<file path="config.mk">
export PLATFORM = sky130hd
export DESIGN_NAME = updown_mod_counter
export DESIGN_NICKNAME = d
export VERILOG_FILES = /design/src/rtl/counter_pkg.sv /design/src/rtl/counter_prescaler.sv /design/src/rtl/updown_mod_counter.sv
export SDC_FILE = /design/constraint.sdc
export NUM_CORES = 1
export LEC_CHECK = 0
export CORE_MARGIN = 3
export CORE_UTILIZATION = 30
export CTS_BUF_LIST = sky130_fd_sc_hd__clkbuf_8
export CTS_CLUSTER_SIZE = 16
export DETAILED_ROUTE_END_ITERATION = 7
export PLACE_DENSITY = 0.67
export SYNTH_ARGS = -nofsm -noshare
export SYNTH_HDL_FRONTEND = slang
export SYNTH_HIERARCHICAL = 1
export SYNTH_SLANG_ARGS = --single-unit
</file>
<file path="constraint.sdc">
create_clock -name clk -period 3.7 [get_ports clk]
set_clock_uncertainty 0.2 [all_clocks]
set_input_delay 0.555 -clock clk [delete_from_list [all_inputs] [get_ports clk]]
set_output_delay 0.555 -clock clk [all_outputs]
set_load 0.01 [all_outputs]
</file>
<file path="src/rtl/counter_pkg.sv">
// Shared types and helpers for the up/down modulo counter family.
// Holds direction/mode encodings and the load clamp used by every instance.
package counter_pkg;

  typedef enum logic {
    DIR_DN = 1'b0,
    DIR_UP = 1'b1
  } dir_e;

  localparam int MODE_WRAP = 0;
  localparam int MODE_SAT  = 1;

  // Widest legal count is 32 bits and MODULO may reach 2**32, so 33 bits.
  function automatic logic [32:0] clamp_load(
    input logic [32:0] val,
    input logic [32:0] modulo
  );
    return (val < modulo) ? val : modulo - 33'd1;
  endfunction

endpackage

</file>
<file path="src/rtl/counter_prescaler.sv">
// Clock-enable divider for updown_mod_counter.
// strobe is high on the enabled cycle where pre_cnt reaches PRESCALE-1.
module counter_prescaler
  import counter_pkg::*;
#(
  parameter int PRESCALE = 4
) (
  input  logic clk,
  input  logic rst,
  input  logic en,
  input  logic clr,
  output logic strobe
);

  localparam int PW = $clog2(PRESCALE);
  localparam logic [PW-1:0] LAST = PW'(PRESCALE - 1);

  logic [PW-1:0] pre_cnt;

  assign strobe = en && (pre_cnt == LAST);

  always_ff @(posedge clk or posedge rst) begin
    if (rst) begin
      pre_cnt <= '0;
    end else if (clr) begin
      pre_cnt <= '0;
    end else if (en) begin
      pre_cnt <= (pre_cnt == LAST) ? '0 : pre_cnt + PW'(1);
    end
  end

endmodule

</file>
<file path="src/rtl/updown_mod_counter.sv">
// Parametrised up/down modulo counter with load, clear, wrap/saturate and tc.
// Define UPDOWN_COUNTER_PRESCALE_EN to gate stepping through counter_prescaler.
module updown_mod_counter
  import counter_pkg::*;
#(
  parameter int     WIDTH    = 4,
  parameter longint MODULO   = 16,
  parameter int     SATURATE = 0,
  parameter int     PRESCALE = 4
) (
  input  logic             clk,
  input  logic             rst,
  input  logic             en,
  input  logic             up_dn,
  input  logic             clr,
  input  logic             load,
  input  logic [WIDTH-1:0] load_val,
  output logic [WIDTH-1:0] count,
  output logic             tc,
  output logic             wrap
);

  localparam logic [WIDTH-1:0] TOP = WIDTH'(MODULO - 1);
  localparam bit SAT = (SATURATE == MODE_SAT);

  if (WIDTH < 1 || WIDTH > 32) begin : g_bad_width
    $error("updown_mod_counter: WIDTH must be 1..32");
  end
  if (MODULO < 2 || MODULO > (longint'(1) << WIDTH)) begin : g_bad_mod
    $error("updown_mod_counter: MODULO must be 2..2**WIDTH");
  end
  if (PRESCALE < 2) begin : g_bad_pre
    $error("updown_mod_counter: PRESCALE must be >= 2");
  end

  dir_e dir;
  logic step;
  logic at_bound;
  logic held_up;
  logic held_dn;

  assign dir = dir_e'(up_dn);

`ifdef UPDOWN_COUNTER_PRESCALE_EN
  logic strobe;

  counter_prescaler #(
    .PRESCALE(PRESCALE)
  ) u_pre (
    .clk   (clk),
    .rst   (rst),
    .en    (en),
    .clr   (clr | load),
    .strobe(strobe)
  );

  assign step = strobe;
`else
  assign step = en;
`endif

  assign at_bound = (dir == DIR_UP) ? (count == TOP)
                                    : (count == '0);
  assign tc = step && at_bound;

  // held_* remember a saturated hold so a parked counter pulses wrap once.
  always_ff @(posedge clk or posedge rst) begin
    if (rst) begin
      count   <= '0;
      wrap    <= 1'b0;
      held_up <= 1'b0;
      held_dn <= 1'b0;
    end else if (clr) begin
      count   <= '0;
      wrap    <= 1'b0;
      held_up <= 1'b0;
      held_dn <= 1'b0;
    end else if (load) begin
      count   <= WIDTH'(clamp_load(33'(load_val),
                                   33'(MODULO)));
      wrap    <= 1'b0;
      held_up <= 1'b0;
      held_dn <= 1'b0;
    end else if (step) begin
      if (!at_bound) begin
        count   <= (dir == DIR_UP) ? count + WIDTH'(1)
                                   : count - WIDTH'(1);
        wrap    <= 1'b0;
        held_up <= 1'b0;
        held_dn <= 1'b0;
      end else if (!SAT) begin
        count   <= (dir == DIR_UP) ? '0 : TOP;
        wrap    <= 1'b1;
        held_up <= 1'b0;
        held_dn <= 1'b0;
      end else begin
        wrap    <= (dir == DIR_UP) ? !held_up : !held_dn;
        held_up <= (dir == DIR_UP);
        held_dn <= (dir == DIR_DN);
      end
    end else begin
      wrap <= 1'b0;
      if (!en) begin
        held_up <= 1'b0;
        held_dn <= 1'b0;
      end
    end
  end

endmodule

</file>
# Word level (Yosys, flattened, before mapping)
# Index checks and enable logic that the tools add are counted.
# W data, S select, Z words.
# op_classes
add_sub_neg	2
n_eq_ne	1
n_mux	11
reduce_logical	3
# op_table
cell	count
$mux W4	6
$mux W1	5
$add A4 B1 Y4 const B	1
$eq A4 B4 Y1 const B	1
$logic_not A4 Y1	1
$sub A4 B1 Y4 const B	1
$reduce_bool A3 Y1	1
$logic_and A1 B1 Y1	1
# totals
regBits	5
out_inout_bits	6
elab_cells	19

# Longest topological paths before layout
# depth
ltp_word	6
ltp_mapped	6

# Least setup slack after synthesis
# Ideal clock, no wire load.
# synth_path
path_type	reg-to-output
start	register count[2]
end	output port tc
t_arrival_ns	1.400
t_required_ns	2.945
slack_ns	1.545
stages_incl_launch_ff	4
path_buffers	0
cell_sequence	dfrtp_1 -> or4_4 -> or2_1 -> a21oi_2
# synth_between
elab_chain_cells	3
# synth_rtl
item	line_no	source
start, declared	updown_mod_counter.sv:18	output logic [WIDTH-1:0] count,
start signal, assigned	updown_mod_counter.sv:79	count <= WIDTH'(clamp_load(33'(load_val),
start signal, assigned	updown_mod_counter.sv:86	count <= (dir == DIR_UP) ? count + WIDTH'(1)
start signal, assigned	updown_mod_counter.sv:92	count <= (dir == DIR_UP) ? '0 : TOP;
$eq A4 B4 Y1 or $logic_not A4 Y1 (tied branches)	updown_mod_counter.sv:62, updown_mod_counter.sv:63	
$mux W1 *	updown_mod_counter.sv:62	assign at_bound = (dir == DIR_UP) ? (count == TOP)
$logic_and A1 B1 Y1 *	updown_mod_counter.sv:64	assign tc = step && at_bound;
end, declared	updown_mod_counter.sv:19	output logic tc,
# Mark *: on every way between the ends. The rest lies on a longest branch, timed or not.

# Worst setup path after layout
# layout_path
start	input port up_dn
end	output port tc
# layout_between
elab_chain_cells	2
# layout_rtl
item	line_no	source
start, declared	updown_mod_counter.sv:14	input logic up_dn,
$mux W1	updown_mod_counter.sv:62	
$logic_and A1 B1 Y1	updown_mod_counter.sv:64	
# No other way between the ends.

==> summary.txt <==
Timing
  • Max frequency: 311.6 MHz
  • Final setup vio count: 0
  • Crit path time final: 3209 ps
  • Rel. slew slack: 65.88%
  • Slew @ Worst Pin: 498.9 ps
  • Total Neg Setup Slack: 0 ps
  • Final Max Tran Viols: 0
  • Fin. Hold Viols: 0
  • Worst Hold Slack: 333.8 ps
  • Final period util: 86.73%
  • Unrepaired setup endpoints after global routing: no
  • Post-route setup slack: 491.1 ps

Worst setup path
  • CP Data Arrival Time: 2450 ps
  • Critical Path Source Type: input port
  • Max FO, Critical Path: 6
  • CP Data Required Time: 2940 ps
  • Element type at the critical path end: primary output
  • Crit Path Class: input port to primary output

Logic synthesis
  • Share of the synthesized area in the top cell type: 28.17%
  • XOR/XNOR share of the synthesized area: 3.944%
  • Post-synthesis cell count: 54
  • Post-Syn Area: 444.2 um2
  • Area share of fa/ha/maj cells after synthesis: 10.14%
  • Multiplexer share of the synthesized area: 0%
  • Yosys synthesis warning count: 6
  • Largest family of logic cells by synthesized area: simple AND/OR/NAND/NOR gates
  • Avg Cell Area, Syn: 8.225 um2
  • Register area share after synthesis: 28.17%
  • #FFs+latches synth: 5
  • Synth Area in Compound Gates: 20.28%
  • Asr flop ratio synth: 100.0%
  • Top post-synthesis cells by area: dfrtp_1 28%, a21oi_1 9.0%, nor2_1 6.8%
  • Leading area contributor after synthesis: dfrtp_1
  • Synth unique cells: 23
  • Net count after synthesis: 67
  • Main synth FF type: dfrtp_1
  • EDFF count, synth: 0
  • Post-synthesis simple-gate area fraction: 27.32%

Route
  • First DRT Iteration DRCs: 6
  • Total Wirelength: 985 um
  • Post-route ant nets: 0
  • Post-DR vias/cell: 4.976
  • Remaining DRCs: 0
  • Met3 WL post-DR: 48 um
  • First-pass DRT Iterations: 4
  • Via Count: 423
  • Routed WL per cell: 11.59 um
  • Routed wl met2: 449 um
  • Met1 WL: 486 um
  • DR top layer: met3

Clock network
  • Clock sinks: 5
  • Clk buf depth: 2
  • Depth of the CTS H-tree: 1
  • Hold buffer count at cts: 0
  • CTS Buf Count: 3
  • Post-CTS Setup Inserts: 0
  • Root Driver: clkbuf_8
  • CTS clock-pin slew for the worst setup and hold paths: 40 ps
  • Clock Latency Late Sink: 220 ps
  • Post-CTS sizing: 0
  • TritonCTS clock tree: yes

Power and ir drop
  • Overall Power: 0.0002217 W
  • PD cells: 348.8 nW/um2
  • Pleak: 0.2658 nW
  • Maximum VDD drop: 0.2064 mV

Floorplanning
  • Initial core utilization: 32.90%
  • Io pins: 16
  • Die Area: 1978 um2
  • Die Y-Extent: 44.48 um
  • DIE WIDTH: 44.48 um
  • Rows: 13
  • Core Region: 1350 um2

Place
  • Detailed Place HPWL: 740.1 um
  • PortBufs: 15
  • Placed cell count: 81
  • Setup Slack @ Placement: 480.5 ps
  • Final GP Congestion: 0.7891

Global route
  • Vias in the first global route: 357
  • First-pass GRT wire length: 1566 um
  • Antenna violations before repair: 0
  • Largest net degree at the start of global routing: 11
  • Total global routing overflow: 0
  • GRT Total Usage: 11.06%

Cells and area
  • Nets: 84
  • Layout area overhead: 43.10%
  • Most common cell after layout, fill and taps aside: clkdlybuf4s50_1
  • Most frequent cells in the layout: 15 x clkdlybuf4s50_1, 8 x nor2_1, 8 x a21oi_1, 7 x inv_1, 5 x dfrtp_1
  • Final Non-Filler Cells: 85
  • Diodes inserted: 0
  • Share of cells above drive strength 1: 10.00%

Hold path
  • Hold/Removal Path Class: input port to asynchronous set/reset pin

Status
  • Status: complete, no violations

Flow run
  • Max cap viols: 0
power breakdown:
part	switching (W)	internal [W]	leakage (nW)
Sequential	0.00000743	0.0000587	0.0658
Combinational	0.0000264	0.0000329	0.173
Clock	0.0000253	0.0000710	0.0269
Total	0.0000591	0.000163	0.266
cell families after synthesis:
logic type      count (synthesis)
buf+inv                         9
flops                           5
simple gates                   21
xor+xnor                        2
fa+ha+maj                       3
compound gates                 14
worst max-delay path: stages:
cell             delay [ps]
clkdlybuf4s50_1         520
or4_4                   470
or2_1                   230
a21oi_2                 140
clkdlybuf4s50_1         540
layout make-up:
cell class | instances | area (um2)
Sequential cell | 5 | 125.1
Inverter | 6 | 22.52
Fill cell | 138 | 714.4
Multi-Input combinational cell | 40 | 274.0
Clock buffer | 3 | 41.29
Timing Repair Buffer | 15 | 150.1
Clock inverter | 1 | 3.754
Tap cell | 15 | 18.77
per-stage QoR:
stage                     instance area, um2  util (%)
after floorplan                        444.2         -
after global placement                 590.6     43.74
after detailed placement               590.6     43.74
after CTS                              635.6     47.08
after global routing                   635.6     47.08
final                                  635.6     47.08
final timing paths:
path | from | endpoint | cells after the start | slack, ps
min reg2reg | count[0] | count[0] | 4 | 610
max reg2reg | count[2] | count[3] | 5 | 1550
max | up_dn | tc | 5 | 490
min in group clk | count[0] | count[0] | 4 | 610
max in group asynchronous | rst | count[2] | 2 | 2800
min | rst | count[3] | 2 | 330
cells in the mapped netlist, types with 2 or more instances:
| master | instances |
|---|---|
| a21oi_1 | 8 |
| nor2_1 | 8 |
| inv_1 | 6 |
| dfrtp_1 | 5 |
| nor3_1 | 4 |
| a211oi_1 | 2 |
| clkbuf_1 | 2 |
| ha_1 | 2 |
| nand3_1 | 2 |
| xnor2_1 | 2 |
routing by layer:
layer | vias up | GRT usage, %
met4 | 0 | 3.614
met2 | 10 | 16.91
met3 | 0 | 4.878
met1 | 189 | 13.76
li1 | 224 | -
met5 | - | 0
registers in the layout, summed over array words and instances (netlist names):
register  cells
wrap          1
count         4
(Power assumes the default switching activity.)
